### src/rtl/procyon_fifo_wr_arb.sv
// -----------------------------------------------------------------------------
// procyon_fifo_wr_arb
//
// Round-robin write arbiter that shares a single procyon_sync_fifo write port
// among OPTN_NUM_REQ requesters. A multi-beat burst locks the port to its
// owner until the last beat is written, so bursts never interleave in the FIFO.
// Grant/ack is combinational from registered arbiter state and the FIFO full
// flag; a beat is only written when the FIFO can take it.
//
// Ports:
//   clk          clock, all state updates on posedge
//   n_rst        synchronous active-low reset
//   i_flush      abort any burst, return to IDLE (rr pointer kept)
//   i_req_valid  per-requester beat valid
//   i_req_data   per-requester beat data, requester k at [k*W +: W]
//   i_req_last   per-requester final-beat flag
//   o_req_ack    one-hot, beat of requester k consumed this cycle
//   o_fifo_we    FIFO write enable
//   o_fifo_data  FIFO write data
//   i_fifo_full  FIFO full flag (registered inside the FIFO)
// -----------------------------------------------------------------------------
module procyon_fifo_wr_arb #(
   parameter int OPTN_DATA_WIDTH = 8,
   parameter int OPTN_NUM_REQ    = 4
) (
   input  logic                                    clk,
   input  logic                                    n_rst,
   input  logic                                    i_flush,
   input  logic [OPTN_NUM_REQ-1:0]                 i_req_valid,
   input  logic [OPTN_NUM_REQ*OPTN_DATA_WIDTH-1:0] i_req_data,
   input  logic [OPTN_NUM_REQ-1:0]                 i_req_last,
   output logic [OPTN_NUM_REQ-1:0]                 o_req_ack,
   output logic                                    o_fifo_we,
   output logic [OPTN_DATA_WIDTH-1:0]              o_fifo_data,
   input  logic                                    i_fifo_full
);

   localparam int PTR_W = $clog2(OPTN_NUM_REQ);
   localparam logic [PTR_W-1:0] LAST_IDX = PTR_W'(OPTN_NUM_REQ - 1);

   typedef enum logic {
      IDLE   = 1'b0,
      LOCKED = 1'b1
   } state_t;

   state_t           r_state;
   state_t           w_state_next;
   logic [PTR_W-1:0] r_owner;
   logic [PTR_W-1:0] w_owner_next;
   logic [PTR_W-1:0] r_rr_ptr;
   logic [PTR_W-1:0] w_rr_ptr_next;

   logic [PTR_W-1:0] w_search_idx;
   logic             w_search_valid;
   logic [PTR_W-1:0] w_cand;
   logic             w_cand_valid;
   logic             w_accept;

   // Explicit wrap so non-power-of-2 requester counts stay in range.
   function automatic logic [PTR_W-1:0] ptr_inc(input logic [PTR_W-1:0] p);
      return (p == LAST_IDX) ? '0 : p + 1'b1;
   endfunction

   // Round-robin search: first valid requester starting at r_rr_ptr.
   // NOTE: every variable written here gets a default first so no latch is
   // inferred; blocking assignments are correct inside combinational blocks.
   always_comb begin
      logic [PTR_W-1:0] w_idx;
      w_search_valid = 1'b0;
      w_search_idx   = r_rr_ptr;
      w_idx          = r_rr_ptr;
      for (int i = 0; i < OPTN_NUM_REQ; i++) begin
         if (!w_search_valid && i_req_valid[w_idx]) begin
            w_search_valid = 1'b1;
            w_search_idx   = w_idx;
         end
         w_idx = ptr_inc(w_idx);
      end
   end

   // While locked only the owner may write; a missing owner beat is a bubble.
   assign w_cand       = (r_state == LOCKED) ? r_owner : w_search_idx;
   assign w_cand_valid = (r_state == LOCKED) ? i_req_valid[r_owner] : w_search_valid;
   assign w_accept     = n_rst & ~i_flush & ~i_fifo_full & w_cand_valid;

   assign o_fifo_we   = w_accept;
   assign o_fifo_data = i_req_data[int'(w_cand)*OPTN_DATA_WIDTH +: OPTN_DATA_WIDTH];

   always_comb begin
      o_req_ack = '0;
      if (w_accept) o_req_ack[w_cand] = 1'b1;
   end

   always_comb begin
      w_state_next  = r_state;
      w_owner_next  = r_owner;
      w_rr_ptr_next = r_rr_ptr;
      if (i_flush) begin
         w_state_next = IDLE;
      end else if (w_accept) begin
         if (r_state == IDLE) begin
            if (i_req_last[w_cand]) begin
               w_rr_ptr_next = ptr_inc(w_cand);
            end else begin
               w_state_next = LOCKED;
               w_owner_next = w_cand;
            end
         end else if (i_req_last[r_owner]) begin
            w_state_next  = IDLE;
            w_rr_ptr_next = ptr_inc(r_owner);
         end
      end
   end

   // NOTE: sequential state uses non-blocking assignments so every register
   // samples the pre-edge values regardless of statement order.
   always_ff @(posedge clk) begin
      if (!n_rst) begin
         r_state  <= IDLE;
         r_owner  <= '0;
         r_rr_ptr <= '0;
      end else begin
         r_state  <= w_state_next;
         r_owner  <= w_owner_next;
         r_rr_ptr <= w_rr_ptr_next;
      end
   end

endmodule
### config.mk
export PLATFORM = sky130hd
export DESIGN_NAME = procyon_fifo_wr_arb
export DESIGN_NICKNAME = d
export VERILOG_FILES = /design/src/rtl/procyon_fifo_wr_arb.sv
export SDC_FILE = /design/constraint.sdc
export NUM_CORES = 1
export LEC_CHECK = 0
export BUFFER_PORTS_ARGS = -buffer_cell sky130_fd_sc_hd__buf_2
export CAP_MARGIN = 40
export CORE_MARGIN = 5
export CORE_UTILIZATION = 45
export DETAILED_ROUTE_END_ITERATION = 8
export PLACE_DENSITY_LB_ADDON = 0.05
export SLEW_MARGIN = 40
export SYNTH_ARGS = -nofsm -noshare
export SYNTH_HDL_FRONTEND = slang
export SYNTH_SLANG_ARGS = --single-unit
### constraint.sdc
create_clock -name clk -period 4.4 [get_ports clk]
set_clock_uncertainty 0.15 [all_clocks]
set_input_delay 0.22 -clock clk [delete_from_list [all_inputs] [get_ports clk]]
set_output_delay 0.22 -clock clk [all_outputs]
set_load 0.005 [all_outputs]
==> results of run 1 <==
==> layout by cell type (no fill, tap or decap), drive strengths merged, types with 5 or more instances in the layout <==
cell | netlist | routed
buf | 8 | 57
mux2i | 18 | 18
a21oi | 11 | 11
nand2 | 9 | 9
a211oi | 8 | 8
nor2b | 7 | 7
inv | 6 | 6
nor2 | 6 | 6
and2 | 5 | 5
ha | 5 | 5
dfxtp | 5 | 5
o21ai | 5 | 5
==> sequential cells by signal, indices dropped and copies added, names as in the netlist <==
name,count
r_owner,2
r_rr_ptr,2
r_state,1
==> cell type report <==
cell class	instances	area (um2)
clock buffers	4	26.3
fillers	212	901
inverters	6	22.5
multi-input cells	111	861
flip-flops and latches	5	100
well taps	28	35.0
repair buffers	57	288
==> how the worst max path moves through the flow <==
stage / slack (ns) / start / depth (start not counted) / end
2_1_floorplan: 1.35 / r_rr_ptr[0] / 12 / r_rr_ptr[1]
3_3_place_gp: 0.82 / r_rr_ptr[0] / 10 / r_owner[1]
3_5_place_dp: 0.65 / r_rr_ptr[0] / 10 / r_owner[1]
4_1_cts: 0.52 / r_rr_ptr[0] / 10 / o_fifo_data[6]
5_1_grt: 0.22 / r_rr_ptr[0] / 10 / o_fifo_data[6]
6_report: 0.53 / r_rr_ptr[0] / 10 / o_fifo_data[3]
==> through the flow <==
stage | hold WS, ns | util, % | cells
2_1_floorplan | 0.192 | - | 131
3_3_place_gp | 0.363 | 58.5 | 207
3_5_place_dp | 0.374 | 58.5 | 207
4_1_cts | 0.128 | 59.7 | 211
5_1_grt | 0.143 | 59.7 | 211
6_report | 0.133 | 59.7 | 211
==> metal layers <==
metal,wire (um),up-vias
li1,-,594
met1,1110,524
met2,1440,33
met3,215,2
met4,16,0
met5,0,-
==> logic make-up after synthesis <==
logic type	Yosys count	share of synthesized area (%)
buffers and inverters	15	8.79
multiplexers	22	24.6
AO/OA/AOI/OAI	40	26.8
XOR/XNOR	2	1.66
AND/OR/NAND/NOR	42	22.7
adder cells (fa/ha/maj)	5	5.94
flip-flops	5	9.50
==> power by group through the flow <==
stage                     logic, mW  clock network [mW]  registers (mW)
final                         0.311              0.0513          0.0613
after global routing          0.349              0.0578          0.0630
after CTS                     0.315              0.0533          0.0613
after detailed placement      0.314                   0          0.0621
after global placement        0.309                   0          0.0619
after floorplan               0.254                   0          0.0522
==> worst register-to-register path, cell delays in order (launching register included) <==
cell and delay [ns]:
dfxtp_1 0.73, ha_1 0.43, mux4_2 0.62, a31oi_1 0.18, o22ai_1 0.12, o211ai_2 0.11, o221a_4 0.45, mux2i_1 0.36
mux2i_1 0.16, nor3_1 0.19, mux2i_1 0.20
==> results.yml, run 1 <==
synth:
  synth_most_common_cell: "mux2i_1"
  synth_edf_count: 0
  synth_cells: 131
  synth_ff_type: "dfxtp_1"
  synth_top_cells_by_area: "mux2i_1, dfxtp_1, mux4_2"
  yosysTopAreaCell: "mux2i_1"
  synth_area_mm2: 0.00105
  synthArstFlopShare_pct: 0
  synth-seq-area-share_pct: 9.50
  synth_top_area_share_pct: 17.1
  avgSynthCellArea_um2: 8.04
  synth_common_cells: "mux2i_1, a21oi_1, nand2_1"
  synth_cell_types: 41
  syn_nets: 180
  yosys_register_bits: 5
  yosysWarnings: 0
timing:
  tns_ns: 0
  worst_pin_slew_ns: 0.649
  drv_slew: 0
  hold_viol: 0
  setup_viol: 0
  setup_ws_ns: 0.528
  period_share_pct: 88.0
  min_period_ns: 3.87
  fmax_mhz: 258
  rsz0062_at_grt: "no"
  maxSlewHeadroom_pct: 56.7
worst_hold_path:
  hp-start: "n_rst"
  min_path_cells: 2
  hp-class: "input port to register"
  whs_endpoint: "r_owner[0]"
power:
  seq_power_share_pct: 14.5
  power.share.clock_pct: 12.1
  ir_drop_mv: 0.224
  swShare_pct: 44.8
  p_leak_nw: 0.613
  power.switching_mw: 0.190
  p_per_area_mw_per_mm2: 318
  totalPowerFinal_mw: 0.424
  comb_power_share_pct: 73.4
  p_int_mw: 0.234
placed_design:
  hpwl_um: 2230
  dp_slack_ns: 0.646
  place_congestion: 0.878
  dpl-instance-area_mm2: 0.00131
  numPortBuffers: 56
cts:
  clkLatencyLatePin_ns: 0.24
  root_buffer: "clkbuf_4"
  cts_resized: 0
  htreeDepth: 1
  clk_pin_slew_ns: 0.04
  postCtsSetupBuffers: 0
  cts_buffer_depth: 2
  cts_tree: "done"
  postCtsHoldBufs: 0
  numCtsBuffers: 3
  cts.sinks: 5
layout:
  postLayoutCellArea_mm2: 0.00133
  drive_above_1_share_pct: 37.2
  num_antenna_cells: 0
  area_growth_pct: 26.5
  fin_nets: 233
route:
  drtPass1Iterations: 4
  via_count: 1153
  post_drt_wl_per_cell_um: 13.2
  drc: 0
  drtIter0Drc: 19
  drt_wl_total_um: 2780
  ant_nets: 0
  vias_per_cell: 5.46
global_route:
  use_met2_pct: 29.3
  overflow: 0
  met1_usage_pct: 18.5
  grt_pass1_wl_um: 4430
  grt_max_degree: 31
  antenna_found_initial: 0
  track_usage_pct: 15.9
  top_usage_layer: "met2"
  grt_pass1_vias: 1035
  use_met3_pct: 2.63
critical_path:
  crit_chain: "ha_1 -> mux4_2 -> a31oi_1 -> o22ai_1 -> o211ai_2 -> o221a_4 -> and2b_1 -> a211oi_1 -> a21oi_1 -> buf_2"
  r2r-end: "r_owner[1]"
  crit_path_end_kind: "primary output"
  rrSetupSlack_ns: 0.64
  crit_type: "register to primary output"
  r2r-start: "r_rr_ptr[0]"
  worst-path-buf-inv: 1
  cpMaxStageDelayCell: "dfxtp_1"
  cp-start-kind: "register"
  path_delay_family: "compound AO/OA/AOI/OAI gates"
  crit_fanout: 30
  critPathArrivalTime_ns: 3.50
  critPathMaxStageDelay_ns: 0.73
  worst-endpoint-required_ns: 4.03
  ff2ff_path_depth: 10
floorplan:
  die_x_um: 58.4
  num_rows: 17
  die_h_um: 58.4
  start_util_pct: 47.2
  core_area_mm2: 0.00223
  dieArea_mm2: 0.00341
  io_pins: 57
status:
  status: "finished, final reports clean"
flow_run:
  max-cap-violations: 0
Note: power is estimated with default switching activity, not from simulation.
==> inputs of run 2 (changes only) <==
--- a/config.mk
+++ b/config.mk
@@ -8,7 +8,7 @@
 export BUFFER_PORTS_ARGS = -buffer_cell sky130_fd_sc_hd__buf_2
 export CAP_MARGIN = 40
 export CORE_MARGIN = 5
-export CORE_UTILIZATION = 45
+export CORE_UTILIZATION = 41
 export DETAILED_ROUTE_END_ITERATION = 8
 export PLACE_DENSITY_LB_ADDON = 0.05
 export SLEW_MARGIN = 40
==> constraint.sdc (replaced) <==
create_clock -name clk -period 3.1 [get_ports clk]
set_clock_uncertainty 0.15 [all_clocks]
set_input_delay 0.155 -clock clk [delete_from_list [all_inputs] [get_ports clk]]
set_output_delay 0.155 -clock clk [all_outputs]
set_load 0.005 [all_outputs]
==> run 2 against run 1 <==
  * Setup slack worse by 0.49 ns
  * Global-route usage grew 0.087 points
  * Critical path depth is the same
  * Via count increased by 12%
  * Critical endpoint is now o_req_ack[3]
==> results.yml, run 2 (synthesized netlist as in run 1, its figures left out) <==
floorplan:
  dieArea_mm2: 0.00368
  start_util_pct: 42.5
  die_h_um: 60.7
  io_pins: 57
  core_area_mm2: 0.00248
  num_rows: 18
  die_x_um: 60.7
route:
  ant_nets: 0
  drt_wl_total_um: 3760
  via_count: 1286
  drc: 0
  drtPass1Iterations: 4
  post_drt_wl_per_cell_um: 16.6
  drtIter0Drc: 31
  vias_per_cell: 5.67
layout:
  mostFrequentLayoutCell: "buf_2"
  area_growth_pct: 51.3
  drive_above_1_share_pct: 53.8
  fin_nets: 247
  fin_cells: 227
  fin_util_pct: 64.3
  reg.largest.list: "r_owner: 2 flops, r_rr_ptr: 2 flops, r_state: 1 flops"
  num_antenna_cells: 0
  postLayoutCellArea_mm2: 0.00159
  most-common-layout-cells: "buf_2, mux2i_1, buf_4, nand2_1, a21oi_1"
placed_design:
  place_congestion: 0.878
  dpl-instance-area_mm2: 0.00135
  dp_slack_ns: 0.00844
  hpwl_um: 2420
  dp.cells: 215
  numPortBuffers: 56
critical_path:
  worst-endpoint-required_ns: 2.79
  critPathMaxStageDelay_ns: 0.57
  crit_type: "register to primary output"
  ff2ff_path_depth: 11
  critPathLaunch: "r_rr_ptr[0]"
  r2r-start: "r_rr_ptr[0]"
  path_depth: 10
  crit_fanout: 8
  critPathArrivalTime_ns: 2.76
  cp-start-kind: "register"
  crit_chain: "ha_4 -> mux4_2 -> buf_4 -> and3_1 -> a211o_1 -> o22ai_2 -> inv_1 -> ha_1 -> and2_1 -> buf_2"
  worst-path-buf-inv: 3
  cpMaxStageDelayCell: "mux4_2"
  crit_path_end_kind: "primary output"
  path_delay_family: "multiplexers"
flow_run:
  max-cap-violations: 0
timing:
  tns_ns: 0
  min_period_ns: 3.06
  hold_viol: 0
  setup_ws_ns: 0.0364
  setup_viol: 0
  maxSlewHeadroom_pct: 77.4
  rsz0062_at_grt: "yes"
  drv_slew: 0
  fmax_mhz: 326
  worst_pin_slew_ns: 0.339
  period_share_pct: 98.8
global_route:
  overflow: 0
  grt_max_degree: 18
  antenna_found_initial: 0
  grt_pass1_vias: 1110
  track_usage_pct: 16.0
  grt_pass1_wl_um: 4520
cts:
  numCtsBuffers: 3
  htreeDepth: 1
  clkLatencyLatePin_ns: 0.24
  cts_buffer_depth: 2
  cts.sinks: 5
  clk_pin_slew_ns: 0.04
  cts_tree: "done"
  root_buffer: "clkbuf_4"
  postCtsHoldBufs: 0
worst_hold_path:
  min_path_cells: 2
  hp-start: "n_rst"
  hp-class: "input port to register"
power:
  p_leak_nw: 0.704
  ir_drop_mv: 0.386
  p_per_area_mw_per_mm2: 521
status:
  status: "finished, final reports clean"
-- run 2: changes by cell type in the layout (fill, tap and decap cells not counted), moves of 3 or more --
cell,delta
a211oi_2,+7
a211oi_1,-7
mux2i_2,+3
nor2b_1,-3
mux2i_1,-3
ha_1,-3
buf_4,+9
nor2b_2,+3
-- run 2: layer usage --
| layer | up-vias | track usage [%] | part of all wire [%] |
|---|---|---|---|
| li1 | 624 | - | - |
| met1 | 607 | 19.2 | 39 |
| met2 | 45 | 27.6 | 54 |
| met3 | 10 | 1.91 | 5.7 |
| met4 | 0 | 8.67 | 2.0 |
| met5 | - | 0 | 0 |
-- run 2: worst paths after layout --
check	end	slack [ns]
worst max register to register	r_state	0.04
worst min-delay path	r_owner[0]	0.07
worst min register to register	r_owner[1]	0.45
worst max-delay path	o_req_ack[3]	0.04
-- run 2: final cells by class --
class                           instances  area, um2
Clock buffer                            4       26.3
Fill cell                             240        883
Inverter                                6       22.5
Multi-Input combinational cell        112        973
Sequential cell                         5        103
Tap cell                               30       37.5
Timing Repair Buffer                   70        432
-- run 2: through the flow --
| stage | power (mW) | hold WS, ns |
|---|---|---|
| after CTS | 0.678 | 0.0624 |
| after global routing | 0.891 | 0.0754 |
| after global placement | 0.560 | 0.306 |
| after detailed placement | 0.566 | 0.314 |
| final | 0.830 | 0.0666 |
| after floorplan | 0.434 | 0.127 |
-- run 2: timing repair --
item / in CTS / in global routing
pin swaps: 0 / 10
gates resized for setup: 3 / 27
buffers inserted: 2 / 4
setup endpoints to repair: 12 / 15
cloned: 0 / 2
-- run 2: worst register-to-register path, cell delays in order, from the launching register on --
cell,delay [ns]
dfxtp_2,0.33
ha_4,0.32
mux4_2,0.58
buf_4,0.17
nor4b_2,0.21
nand2_1,0.14
o221a_4,0.17
buf_12,0.15
mux2i_2,0.18
mux2i_2,0.24
nand2_1,0.12
and4b_1,0.21
-- run 2: power by group --
group          internal [mW]  switching, mW
clock network         0.0486         0.0261
logic                  0.354          0.324
registers             0.0702        0.00706
total                  0.473          0.357
==> inputs of run 3 (changes only) <==
--- a/config.mk
+++ b/config.mk
@@ -8,7 +8,7 @@
 export BUFFER_PORTS_ARGS = -buffer_cell sky130_fd_sc_hd__buf_2
 export CAP_MARGIN = 40
 export CORE_MARGIN = 5
-export CORE_UTILIZATION = 41
+export CORE_UTILIZATION = 48
 export DETAILED_ROUTE_END_ITERATION = 8
 export PLACE_DENSITY_LB_ADDON = 0.05
 export SLEW_MARGIN = 40
==> constraint.sdc (replaced) <==
create_clock -name clk -period 3.6 [get_ports clk]
set_clock_uncertainty 0.15 [all_clocks]
set_input_delay 0.18 -clock clk [delete_from_list [all_inputs] [get_ports clk]]
set_output_delay 0.18 -clock clk [all_outputs]
set_load 0.005 [all_outputs]
==> run 3 against run 2 <==
  * Sequential power fell by 17%
  * Routed wire length fell by 22%
  * Sequential share of layout area rose by 0.84 points
  * Total power fell by 34%
  * Sequential cell count did not move
  * Count of clock-buffer cells in the layout did not move
  * Largest cell class unchanged
  * Largest power group unchanged
  * Setup slack improved by 0.23 ns
==> results.yml, run 3 (synthesized netlist as in run 1, its figures left out) <==
status:
  status: "finished, final reports clean"
floorplan:
  die_h_um: 56.9
  die_x_um: 56.9
  num_rows: 17
  start_util_pct: 49.0
  io_pins: 57
  dieArea_mm2: 0.00323
  core_area_mm2: 0.00215
layout:
  mostFrequentLayoutCell: "buf_2"
  area_growth_pct: 30.6
  fin_nets: 238
  most-common-layout-cells: "buf_2, mux2i_1, a21oi_1, nand2_1, a211oi_1"
  drive_above_1_share_pct: 39.4
  reg.largest.list: "r_owner: 2 flops, r_rr_ptr: 2 flops, r_state: 1 flops"
  num_antenna_cells: 0
cts:
  postCtsHoldBufs: 0
  numCtsBuffers: 3
  htreeDepth: 1
  cts_buffer_depth: 2
  cts_tree: "done"
  clk_pin_slew_ns: 0.04
  root_buffer: "clkbuf_4"
  cts.sinks: 5
  clkLatencyLatePin_ns: 0.24
route:
  drc: 0
  drtPass1Iterations: 4
  ant_nets: 0
  via_count: 1179
  post_drt_wl_per_cell_um: 13.6
  vias_per_cell: 5.46
  drt_wl_total_um: 2940
  drtIter0Drc: 57
power:
  power.switching_mw: 0.246
  ir_drop_mv: 0.282
  p_leak_nw: 0.634
  swShare_pct: 44.7
  seq_power_share_pct: 11.7
  p_per_area_mw_per_mm2: 400
  p_int_mw: 0.305
  totalPowerFinal_mw: 0.551
  comb_power_share_pct: 76.8
  power.share.clock_pct: 11.6
flow_run:
  max-cap-violations: 0
global_route:
  grt_pass1_vias: 1045
  grt_max_degree: 21
  antenna_found_initial: 0
  track_usage_pct: 17.4
  overflow: 0
  grt_pass1_wl_um: 4590
critical_path:
  worst-endpoint-required_ns: 3.27
  crit_chain: "ha_2 -> mux4_2 -> a31oi_1 -> o22ai_1 -> o211ai_2 -> o221a_4 -> buf_4 -> nor2b_1 -> a211oi_1 -> a21oi_1 -> buf_2"
  crit_type: "register to primary output"
  cp-start-kind: "register"
  crit_path_end_kind: "primary output"
  crit_fanout: 11
  critPathArrivalTime_ns: 3.00
  rrSetupSlack_ns: 0.51
  critPathMaxStageDelay_ns: 0.59
  cpMaxStageDelayCell: "mux4_2"
timing:
  maxSlewHeadroom_pct: 79.3
  hold_viol: 0
  rsz0062_at_grt: "no"
  period_share_pct: 92.5
  min_period_ns: 3.33
  setup_viol: 0
  tns_ns: 0
  fmax_mhz: 300
  worst_pin_slew_ns: 0.301
  drv_slew: 0
worst_hold_path:
  hp-class: "input port to register"
placed_design:
  hpwl_um: 2360
  place_congestion: 0.882
  numPortBuffers: 56
## run 3: cell count changes in the layout (fill, tap and decap cells not counted), sizes merged
cell / previous run / this run
buf: 69 / 61
clkbuf: 5 / 4
## run 3: path summary, 6_finish.rpt
check,start,end,cells after the start
worst max register to register,r_rr_ptr[1],r_owner[1],10
worst max-delay path,r_rr_ptr[1],o_fifo_data[1],11
worst min register to register,r_owner[1],r_owner[1],2
worst min-delay path,n_rst,r_owner[0],2
## run 3: power by group through the flow
stage / combinational [mW] / clock, mW / sequential [mW]
2_1_floorplan: 0.310 / 0 / 0.0638
3_3_place_gp: 0.401 / 0 / 0.0647
3_5_place_dp: 0.413 / 0 / 0.0648
4_1_cts: 0.414 / 0.0663 / 0.0639
5_1_grt: 0.472 / 0.0727 / 0.0647
6_report: 0.423 / 0.0638 / 0.0642
## run 3: layout make-up
cell class	count	area, um2
Multi-Input combinational cell	112	875
Sequential cell	5	100
Fill cell	212	772
Tap cell	28	35.0
Inverter	6	22.5
Clock buffer	4	26.3
Timing Repair Buffer	61	318
## run 3: per-stage QoR
step                      hold WS [ns]  utilization, %  worst slack (ns)  area (um2)  cells
after global placement           0.324            62.2             0.536        1340    211
final                           0.0857            64.1             0.271        1380    216
after detailed placement         0.336            62.2             0.382        1340    211
after floorplan                  0.152               -             0.547        1050    131
after CTS                       0.0845            63.4             0.127        1360    215
after global routing            0.0935            64.1            0.0197        1380    216
## run 3: critical path: cells and delay by family, from the launching register on
| family | cells | cell delay [ns] |
|---|---|---|
| buf+inv | 2 | 0.36 |
| fa+ha+maj | 1 | 0.42 |
| simple gates | 1 | 0.06 |
| mux | 1 | 0.59 |
| flops | 1 | 0.31 |
| compound gates | 6 | 1.02 |
## run 3: repair_timing
| item | 4_1_cts | 5_1_grt |
|---|---|---|
| setup endpoints to repair | 0 | 3 |
| resized for setup | 0 | 1 |
| buffers inserted | 0 | 0 |
## run 3: per-layer routing
metal  track usage (%)  vias up  share of wire (%)  wire length (um)
met5                 0        -                  0                 0
met2              30.7       26                 53              1550
met1              22.2      542                 42              1240
li1                  -      609                  -                 -
met3             0.920        2                4.6               135
met4              5.96        0               0.48                14
